===== src/rtl/z80_seq_pkg.sv =====
// Shared definitions for the Z80 multi-cycle instruction sequencers.
// Holds the sequencer state encoding, opcode constants and the
// Z80FI register number used by the retirement records.
package z80_seq_pkg;

  typedef enum logic [2:0] {
    ST_IDLE  = 3'd0,
    ST_RD_T1 = 3'd1,
    ST_RD_T2 = 3'd2,
    ST_RD_T3 = 3'd3,
    ST_WR_T1 = 3'd4,
    ST_WR_T2 = 3'd5,
    ST_WR_T3 = 3'd6,
    ST_DONE  = 3'd7
  } seq_state_t;

  localparam logic [7:0] OPC_LD_HL_N = 8'h36;
  localparam logic [3:0] LD_HL_N_LEN = 4'd2;

  // Z80FI register numbering (same value as REG_HL in z80.vh).
  localparam logic [2:0] REG_HL = 3'd2;

endpackage


===== src/rtl/z80_mem_cycle.sv =====
// Generic 3-T-state memory cycle bus driver.
// The owning sequencer tells it which T-state is current and whether the
// cycle is a read or a write; it drives the bus strobes and reports when
// T2 may advance (wait_n released).
// Ports:
//   i_t1/i_t2/i_t3 : current T-state of the cycle (at most one high)
//   i_wr           : 1 = write cycle, 0 = read cycle
//   i_addr         : address to present during the cycle
//   i_wdata        : byte to drive during a write cycle
//   i_wait_n       : bus wait request, only meaningful in T2
//   o_addr/o_data_out/o_mreq_n/o_rd_n/o_wr_n : bus outputs
//   o_t2_done      : T2 may advance to T3 on the next edge
module z80_mem_cycle (
  input  logic        i_t1,
  input  logic        i_t2,
  input  logic        i_t3,
  input  logic        i_wr,
  input  logic [15:0] i_addr,
  input  logic [7:0]  i_wdata,
  input  logic        i_wait_n,
  output logic [15:0] o_addr,
  output logic [7:0]  o_data_out,
  output logic        o_mreq_n,
  output logic        o_rd_n,
  output logic        o_wr_n,
  output logic        o_t2_done
);

  logic w_active;

  assign w_active   = i_t1 | i_t2 | i_t3;
  assign o_addr     = w_active ? i_addr : 16'h0000;
  assign o_data_out = (w_active && i_wr) ? i_wdata : 8'h00;
  assign o_mreq_n   = ~w_active;
  assign o_rd_n     = ~(w_active & ~i_wr);
  // Write strobe only in T2, so it stretches with every wait state.
  assign o_wr_n     = ~(i_t2 & i_wr);
  // Feeds next-state logic only; never reaches an output port.
  assign o_t2_done  = i_t2 & i_wait_n;

endmodule


===== src/rtl/z80_ld_hl_immed_seq.sv =====
// Sequencer for LD (HL),n (opcode 0x36) after the M1 fetch is complete.
// Runs the M2 operand read from PC+1 and the M3 write of n to (HL),
// then retires with a one-cycle Z80FI record and the next PC.
// Ports:
//   clk, reset_n (sync, active-low)
//   start, pc_in, hl_in        : decoder handoff, sampled in IDLE only
//   busy                       : high outside IDLE
//   addr, data_in, data_out, mreq_n, rd_n, wr_n, wait_n : memory bus
//   done, pc_next              : retirement pulse and next PC
//   fi_*                       : Z80FI retirement record (zero outside DONE)
module z80_ld_hl_immed_seq
  import z80_seq_pkg::*;
(
  input  logic        clk,
  input  logic        reset_n,
  input  logic        start,
  input  logic [15:0] pc_in,
  input  logic [15:0] hl_in,
  output logic        busy,
  output logic [15:0] addr,
  input  logic [7:0]  data_in,
  output logic [7:0]  data_out,
  output logic        mreq_n,
  output logic        rd_n,
  output logic        wr_n,
  input  logic        wait_n,
  output logic        done,
  output logic [15:0] pc_next,
  output logic        fi_valid,
  output logic [15:0] fi_insn,
  output logic [3:0]  fi_insn_len,
  output logic [15:0] fi_pc_rdata,
  output logic [15:0] fi_pc_wdata,
  output logic [2:0]  fi_reg1_rnum,
  output logic [15:0] fi_reg1_rdata,
  output logic        fi_mem_wr,
  output logic [15:0] fi_mem_addr,
  output logic [7:0]  fi_mem_wdata
);

  seq_state_t  r_state;
  logic [15:0] r_pc_q;
  logic [15:0] r_hl_q;
  logic [7:0]  r_n_q;

  logic        w_rd_phase;
  logic        w_wr_phase;
  logic        w_t1;
  logic        w_t2;
  logic        w_t3;
  logic        w_t2_done;
  logic        w_done;
  logic [15:0] w_cyc_addr;
  logic [15:0] w_pc_next;

  assign w_rd_phase = (r_state == ST_RD_T1) || (r_state == ST_RD_T2) || (r_state == ST_RD_T3);
  assign w_wr_phase = (r_state == ST_WR_T1) || (r_state == ST_WR_T2) || (r_state == ST_WR_T3);
  assign w_t1       = (r_state == ST_RD_T1) || (r_state == ST_WR_T1);
  assign w_t2       = (r_state == ST_RD_T2) || (r_state == ST_WR_T2);
  assign w_t3       = (r_state == ST_RD_T3) || (r_state == ST_WR_T3);
  assign w_done     = (r_state == ST_DONE);
  // 16-bit adds wrap naturally: PC 0xFFFF reads its operand from 0x0000.
  assign w_cyc_addr = w_wr_phase ? r_hl_q : (r_pc_q + 16'd1);
  assign w_pc_next  = r_pc_q + 16'd2;

  // One engine serves both M2 (read) and M3 (write); only the phase differs.
  z80_mem_cycle u_mem_cycle (
    .i_t1       (w_t1),
    .i_t2       (w_t2),
    .i_t3       (w_t3),
    .i_wr       (w_wr_phase),
    .i_addr     (w_cyc_addr),
    .i_wdata    (r_n_q),
    .i_wait_n   (wait_n),
    .o_addr     (addr),
    .o_data_out (data_out),
    .o_mreq_n   (mreq_n),
    .o_rd_n     (rd_n),
    .o_wr_n     (wr_n),
    .o_t2_done  (w_t2_done)
  );

  always_ff @(posedge clk) begin
    if (!reset_n) begin
      r_state <= ST_IDLE;
    end else begin
      case (r_state)
        ST_IDLE:  if (start) r_state <= ST_RD_T1;
        ST_RD_T1: r_state <= ST_RD_T2;
        ST_RD_T2: if (w_t2_done) r_state <= ST_RD_T3;
        ST_RD_T3: r_state <= ST_WR_T1;
        ST_WR_T1: r_state <= ST_WR_T2;
        ST_WR_T2: if (w_t2_done) r_state <= ST_WR_T3;
        ST_WR_T3: r_state <= ST_DONE;
        ST_DONE:  r_state <= ST_IDLE;
        default:  r_state <= ST_IDLE;
      endcase
    end
  end

  // Datapath registers carry no reset; every output use is gated by state.
  always_ff @(posedge clk) begin
    if ((r_state == ST_IDLE) && start) begin
      r_pc_q <= pc_in;
      r_hl_q <= hl_in;
    end
    if (r_state == ST_RD_T3) begin
      r_n_q <= data_in;
    end
  end

  assign busy          = (r_state != ST_IDLE);
  assign done          = w_done;
  assign pc_next       = w_done ? w_pc_next : 16'h0000;
  assign fi_valid      = w_done;
  assign fi_insn       = w_done ? {r_n_q, OPC_LD_HL_N} : 16'h0000;
  assign fi_insn_len   = w_done ? LD_HL_N_LEN : 4'd0;
  assign fi_pc_rdata   = w_done ? r_pc_q : 16'h0000;
  assign fi_pc_wdata   = w_done ? w_pc_next : 16'h0000;
  assign fi_reg1_rnum  = w_done ? REG_HL : 3'd0;
  assign fi_reg1_rdata = w_done ? r_hl_q : 16'h0000;
  assign fi_mem_wr     = w_done;
  assign fi_mem_addr   = w_done ? r_hl_q : 16'h0000;
  assign fi_mem_wdata  = w_done ? r_n_q : 8'h00;

  logic w_unused;
  assign w_unused = w_rd_phase;

endmodule


===== config.mk =====
export PLATFORM = sky130hd
export DESIGN_NAME = z80_ld_hl_immed_seq
export DESIGN_NICKNAME = d
export VERILOG_FILES = /design/src/rtl/z80_seq_pkg.sv /design/src/rtl/z80_mem_cycle.sv /design/src/rtl/z80_ld_hl_immed_seq.sv
export SDC_FILE = /design/constraint.sdc
export NUM_CORES = 1
export LEC_CHECK = 0
export CAP_MARGIN = 20
export CELL_PAD_IN_SITES_DETAIL_PLACEMENT = 0
export CELL_PAD_IN_SITES_GLOBAL_PLACEMENT = 2
export CORE_MARGIN = 3
export CORE_UTILIZATION = 34
export DETAILED_ROUTE_END_ITERATION = 6
export DONT_BUFFER_PORTS = 1
export GPL_ROUTABILITY_DRIVEN = 0
export MAX_ROUTING_LAYER = met4
export PLACE_DENSITY_LB_ADDON = 0.1
export SLEW_MARGIN = 40
export SYNTH_ARGS = -nofsm -noshare
export SYNTH_HDL_FRONTEND = slang
export SYNTH_SLANG_ARGS = --single-unit
export TNS_END_PERCENT = 5

===== constraint.sdc =====
create_clock -name clk -period 3.6 [get_ports clk]
set_input_delay 0.36 -clock clk [delete_from_list [all_inputs] [get_ports clk]]
set_output_delay 0.36 -clock clk [all_outputs]
set_load 0.005 [all_outputs]

Word-level counts from Yosys, hierarchy flattened
Cells that the tools add are included.
{"block": "classes", "addsub": 2, "eq_ne": 10, "n_mux": 14, "bitwise": 9, "reduce_logical": 10}
{"op": "16-bit two-way mux", "n": 6}
{"op": "3-bit one-hot mux with 8 select lines", "n": 1}
{"op": "16-bit by 1-bit adder with 16-bit output, second input constant", "n": 1}
{"op": "16-bit by 2-bit adder with 16-bit output, second input constant", "n": 1}
{"op": "8-bit two-way mux", "n": 2}
{"op": "3-bit == test, second input constant", "n": 4}
{"op": "3-bit two-way mux", "n": 3}
{"op": "3-bit by 2-bit == test with 1-bit output, second input constant", "n": 2}
{"op": "1-bit logical OR", "n": 5}
{"op": "2-bit two-way mux", "n": 2}
{"op": "2-bit by 1-bit != test with 1-bit output, second input constant", "n": 2}
{"op": "1-bit NOT", "n": 4}
{"op": "1-bit AND", "n": 3}
{"op": "3-bit by 1-bit == test with 1-bit output, second input constant", "n": 1}
{"op": "3-bit zero test", "n": 1}
{"op": "3-bit AND reduction", "n": 1}
{"op": "3-bit nonzero test", "n": 1}
{"op": "1-bit logical AND", "n": 2}
{"op": "2-bit != test, second input constant", "n": 1}
{"op": "1-bit bitwise OR", "n": 2}
{"block": "word_totals", "register_bits": 43, "inputBits": 44, "wordCells": 49}

Depth between registers and ports, before layout
{"block": "logic_depth", "word_depth": 6, "ltp_mapped": 7, "mapped_depth_nobuf": 5}

Hierarchy
A second synthesis with hierarchy kept.
{"block": "hier_totals", "cells_unflattened": 331, "hier_area_um2": 3101.7}
{"module": "z80_ld_hl_immed_seq", "instances": 1, "cells_per_inst": 299, "area_per_inst_um2": 2891.5}
{"module": "z80_mem_cycle", "instances": 1, "cells_per_inst": 32, "area_per_inst_um2": 210.2}

Least setup slack after synthesis
OpenSTA, ideal clock, no wires.
{"block": "synth_timing", "path_type": "reg-to-reg", "start": "register r_state[1]", "end": "register r_hl_q[0], enable pin", "t_arrival_ps": 2243, "required_time_ps": 3179, "path_slack_ps": 935, "stages_incl_launch_ff": 4, "path_buffers": 1, "path_cell_list": "dfxtp_1 > clkbuf_1 > or3_1 > nor2_1"}
{"block": "synth_between", "elab_chain_cells": 2}
{"element": "start: declaration", "line": "z80_ld_hl_immed_seq.sv:41", "text": "seq_state_t r_state;"}
{"element": "start signal: assignment", "line": "z80_ld_hl_immed_seq.sv:85", "text": "r_state <= ST_IDLE;"}
{"element": "start signal: assignment", "line": "z80_ld_hl_immed_seq.sv:88", "text": "ST_IDLE: if (start) r_state <= ST_RD_T1;"}
{"element": "start signal: assignment", "line": "z80_ld_hl_immed_seq.sv:89", "text": "ST_RD_T1: r_state <= ST_RD_T2;"}
{"element": "3-bit zero test", "line": "z80_ld_hl_immed_seq.sv:103", "text": "if ((r_state == ST_IDLE) && start) begin"}
{"element": "1-bit logical AND", "line": "z80_ld_hl_immed_seq.sv:103"}
{"element": "end signal: assignment", "line": "z80_ld_hl_immed_seq.sv:105", "text": "r_hl_q <= hl_in;"}
{"element": "end: declaration", "line": "z80_ld_hl_immed_seq.sv:43", "text": "logic [15:0] r_hl_q;"}
Every way passes these cells.
A chain may end at the register's enable or synchronous reset.

Worst setup path after layout
{"block": "layout_timing", "start": "register r_pc_q[2]", "end": "output port pc_next[15]"}
{"block": "layout_between", "elab_chain_cells": 2}
{"element": "start: declaration", "line": "z80_ld_hl_immed_seq.sv:42", "text": "logic [15:0] r_pc_q;"}
{"element": "start signal: assignment", "line": "z80_ld_hl_immed_seq.sv:104", "text": "r_pc_q <= pc_in;"}
{"element": "16-bit by 2-bit adder with 16-bit output", "line": "z80_ld_hl_immed_seq.sv:64", "text": "assign w_pc_next = r_pc_q + 16'd2;"}
{"element": "16-bit two-way mux"}
{"element": "end: declaration", "line": "z80_ld_hl_immed_seq.sv:28", "text": "output logic [15:0] pc_next,"}
Every way passes these cells.

==> impl_table.tex <==
\begin{tabular}{lr}
\hline
Metric & Value \\
\hline
\multicolumn{2}{l}{\textbf{Clock network}} \\
Buffer cell driving the clock tree root & sky130\_fd\_sc\_hd\_\_clkbuf\_8 \\
Clock transition at the registers of the reported paths & about 0.09 ns \\
Max Buffers Root-to-Sink & 2 \\
Number of sinks on the clock net & 43 \\
Post-cts repair resize count & 0 \\
TritonCTS clock tree & done \\
Setup Buffers After CTS & 0 \\
Depth of the CTS H-tree & 2 \\
Hold-fix buffers, CTS & 0 \\
Worst skew pair latency & 0.29 ns \\
Inserted Clock Buffers & 5 \\
\multicolumn{2}{l}{\textbf{Drt}} \\
Total routed wirelength & $\sim$7.4 mm \\
Average wire per cell in the routed design & 20.78 um \\
Initial detailed-routing violation count & 44 \\
Post-route DRC violation count & 0 \\
Detailed-router iteration count before antenna repair & 4 \\
Via count & around 1,800 \\
Antenna violation net count after detailed routing & 0 \\
Via-per-instance ratio & about 5 \\
\multicolumn{2}{l}{\textbf{Placement}} \\
Post-detailed-placement half-perimeter wirelength & about 5.7 mm \\
Minimum setup slack after placement & slightly below 0.9 ns \\
Total instance count after detailed placement & approximately 350 \\
Count of port buffers added during placement & 0 \\
\multicolumn{2}{l}{\textbf{Timing}} \\
Final critical delay including setup and external delays & a little over 3 ns \\
Number of setup violations in the final report & 0 \\
Final worst setup slack & around 0.57 ns \\
Achievable clock frequency & between 300 and 400 MHz \\
Max Transition Viols Final & 0 \\
Final total negative setup slack & 0 ns \\
Worst setup skew after layout & approximately 0.0067 ns \\
Number of hold violations in the final report & 0 \\
Period Utilization, post-route & a little over four fifths \\
RSZ-0062 raised after global routing & no \\
Worst-margin pin slew & approximately 0.67 ns \\
Relative slew slack & a little under three fifths \\
\multicolumn{2}{l}{\textbf{Floorplanning}} \\
Initial cell density of the core & 35.24\% \\
Area of the core & 8258 um2 \\
Die outline height & between 90 and 100 um \\
Die outline area & 9706 um2 \\
I/O pin total & between 150 and 200 \\
DIE WIDTH & between 90 and 100 um \\
Row Count & 33 \\
\multicolumn{2}{l}{\textbf{Power and ir drop}} \\
Power per cell area & 451.2 nW/um2 \\
Max VDD drop & about 0.19 mV \\
Leakage Power & around 0.93 nW \\
\multicolumn{2}{l}{\textbf{Final layout}} \\
Diodes inserted & 0 \\
Non-filler instance count after layout & 355 \\
Fraction of final layout cells sized beyond drive strength 1 & under 10\% \\
Final-stage net count & just under 300 \\
Area growth from synthesis to layout & -5.374\% \\
\multicolumn{2}{l}{\textbf{Synthesis}} \\
Mean cell area of the mapped netlist & between 9 and 10 um2 \\
Area share of the leading cell type in the synthesized netlist & between 40 and 50\% \\
Largest cells by area after synthesis & sky130\_fd\_sc\_hd\_\_edfxtp\_1, sky130\_fd\_sc\_hd\_\_buf\_4, sky130\_fd\_sc\_hd\_\_and2\_1, sky130\_fd\_sc\_hd\_\_xnor2\_1, sky130\_fd\_sc\_hd\_\_xor2\_1 \\
Cell type with the highest aggregate area in the netlist & sky130\_fd\_sc\_hd\_\_edfxtp\_1 \\
Number of instances in the synthesized netlist & 309 \\
Number of enable flip-flop cells after synthesis & 40 \\
Portion of the post-synthesis area used by sequential elements & between 40\% and 50\% \\
Post-synthesis sequential element count & 43 \\
Cell Area, Synth & 2910 um2 \\
Synth cell types & 34 \\
Dominant synthesized flop cell & sky130\_fd\_sc\_hd\_\_edfxtp\_1 \\
Warning count from the yosys run & 0 \\
FFs w/ async S/R, synth & 0\% \\
\multicolumn{2}{l}{\textbf{Outcome}} \\
Run status & finished clean \\
\multicolumn{2}{l}{\textbf{GRT}} \\
Largest net degree at the start of global routing & 37 \\
Total GRT Usage & between 10\% and 20\% \\
Global-route wire length before repair & between 10 and 15 mm \\
Total gr overflow & 0 \\
Number of global-route vias before repair & a little under 2,000 \\
Number of antenna violations at the first check in global routing & 0 \\
\multicolumn{2}{l}{\textbf{Worst setup path}} \\
Signal arrival time at the worst endpoint & 2.67 ns \\
Worst-path maximum fanout & 10 \\
CP required & 3.24 ns \\
Start-to-end type of the worst setup path & flip-flop to output port \\
CP Launch Type & flip-flop \\
Type of destination of the critical path & output port \\
\multicolumn{2}{l}{\textbf{Hold path}} \\
Type of the tightest min-delay check & input port to flip-flop \\
\multicolumn{2}{l}{\textbf{Job}} \\
Max-capacitance violation count & 0 \\
\hline
\end{tabular}
[where the power goes]
group / total, mW / internal, mW / switching [mW]
clock network: 0.445 / 0.277 / 0.167
registers: 0.647 / 0.596 / 0.0506
logic: 0.151 / 0.0565 / 0.0946
[area by class of cell]
class	count	area [um2]
flip-flops and latches	43	1261
inverters	6	23.77
clock buffers	6	72.57
well taps	105	131.4
multi-input cells	189	1135
fillers	884	5504
clock inverters	2	60.06
repair buffers	4	70.07
[metrics by stage]
stage | power (mW) | hold WS, ns | utilization [%] | cell area [um2]
finish | 1.243 | 0.1551 | 33.35 | 2754
global route | 1.312 | 0.1279 | 33.35 | 2754
CTS | 1.269 | 0.1396 | 33.35 | 2754
detailed placement | 0.8155 | 0.4589 | 31.74 | 2621
global placement | 0.7954 | 0.4589 | 31.02 | 2561
floorplan | 0.7571 | 0.4589 | - | 2940
[path summary, 6_finish.rpt]
check	slack (ns)	depth (start not counted)	endpoint	from
max	0.57	5	pc_next[15]	r_pc_q[2]$_DFFE_PP_
min	0.16	0	r_hl_q[2]$_DFFE_PP_	hl_in[2]
max reg2reg	1.81	4	r_pc_q[13]$_DFFE_PP_	r_state[2]$_SDFFE_PN0P_
min reg2reg	0.65	2	r_state[1]$_SDFFE_PN0P_	r_state[0]$_SDFFE_PN0P_
[layout by cell type, fill, tap and decap left out, types with 2 or more instances in the layout]
| master | count |
|---|---|
| sky130_fd_sc_hd__nand3_1 | 8 |
| sky130_fd_sc_hd__xnor2_1 | 12 |
| sky130_fd_sc_hd__clkbuf_8 | 5 |
| sky130_fd_sc_hd__and3_1 | 9 |
| sky130_fd_sc_hd__nor4_1 | 5 |
| sky130_fd_sc_hd__nor2b_1 | 2 |
| sky130_fd_sc_hd__edfxtp_1 | 40 |
| sky130_fd_sc_hd__nor3_1 | 5 |
| sky130_fd_sc_hd__conb_1 | 9 |
| sky130_fd_sc_hd__and2_1 | 41 |
| sky130_fd_sc_hd__o21a_1 | 2 |
| sky130_fd_sc_hd__nor2_1 | 14 |
| sky130_fd_sc_hd__or3_1 | 3 |
| sky130_fd_sc_hd__nand2_1 | 24 |
| sky130_fd_sc_hd__bufinv_16 | 2 |
| sky130_fd_sc_hd__xor2_1 | 12 |
| sky130_fd_sc_hd__buf_4 | 2 |
| sky130_fd_sc_hd__nand4_1 | 7 |
| sky130_fd_sc_hd__ha_1 | 2 |
| sky130_fd_sc_hd__buf_16 | 2 |
| sky130_fd_sc_hd__o21ai_0 | 19 |
| sky130_fd_sc_hd__dfxtp_1 | 3 |
| sky130_fd_sc_hd__a21oi_1 | 5 |
| sky130_fd_sc_hd__inv_1 | 4 |
[flip-flops by register name, summed over array words and instances (netlist names)]
register and cells:
r_n_q 8, r_state 3, r_pc_q 16, r_hl_q 16
[Yosys cell counts, types with 2 or more instances]
| cell type | number |
|---|---|
| sky130_fd_sc_hd__nor2_1 | 15 |
| sky130_fd_sc_hd__dfxtp_1 | 3 |
| sky130_fd_sc_hd__or3_1 | 3 |
| sky130_fd_sc_hd__ha_1 | 2 |
| sky130_fd_sc_hd__nand4_1 | 7 |
| sky130_fd_sc_hd__nand3_1 | 8 |
| sky130_fd_sc_hd__nor3_1 | 5 |
| sky130_fd_sc_hd__nor4_1 | 5 |
| sky130_fd_sc_hd__buf_4 | 62 |
| sky130_fd_sc_hd__xnor2_1 | 12 |
| sky130_fd_sc_hd__and2_1 | 41 |
| sky130_fd_sc_hd__o21a_1 | 2 |
| sky130_fd_sc_hd__o21ai_0 | 19 |
| sky130_fd_sc_hd__inv_1 | 5 |
| sky130_fd_sc_hd__edfxtp_1 | 40 |
| sky130_fd_sc_hd__and3_1 | 9 |
| sky130_fd_sc_hd__nand2_1 | 24 |
| sky130_fd_sc_hd__nor2b_1 | 2 |
| sky130_fd_sc_hd__xor2_1 | 12 |
| sky130_fd_sc_hd__clkbuf_1 | 14 |
| sky130_fd_sc_hd__clkbuf_2 | 2 |
| sky130_fd_sc_hd__a21oi_1 | 5 |
[logic make-up after synthesis]
group | count (synthesis) | share of synthesized area (%)
buffers and inverters | 85 | 19.09
AND/OR/NAND/NOR | 126 | 24.25
other | 1 | 0.1289
adder cells (fa/ha/maj) | 2 | 0.8597
flip-flops | 43 | 43.34
AO/OA/AOI/OAI | 28 | 5.116
XOR/XNOR | 24 | 7.223
[critical path, cell delays in order (launching register included)]
cell and delay (ns):
sky130_fd_sc_hd__edfxtp_1 0.57, sky130_fd_sc_hd__ha_1 0.44, sky130_fd_sc_hd__clkinv_1 0.14, sky130_fd_sc_hd__or4_4 0.58
sky130_fd_sc_hd__or3_1 0.36, sky130_fd_sc_hd__a21oi_1 0.28
[routing by layer]
metal,up-vias,routed length [um],track usage [%],part of all wire (%)
met3,12,411,2.972,5.6
met4,0,140,5.357,1.9
met1,854,3142,19.14,43
met5,-,0,-,0
met2,109,3681,25.69,50
li1,842,-,-,-
(Power assumes the default switching activity.)
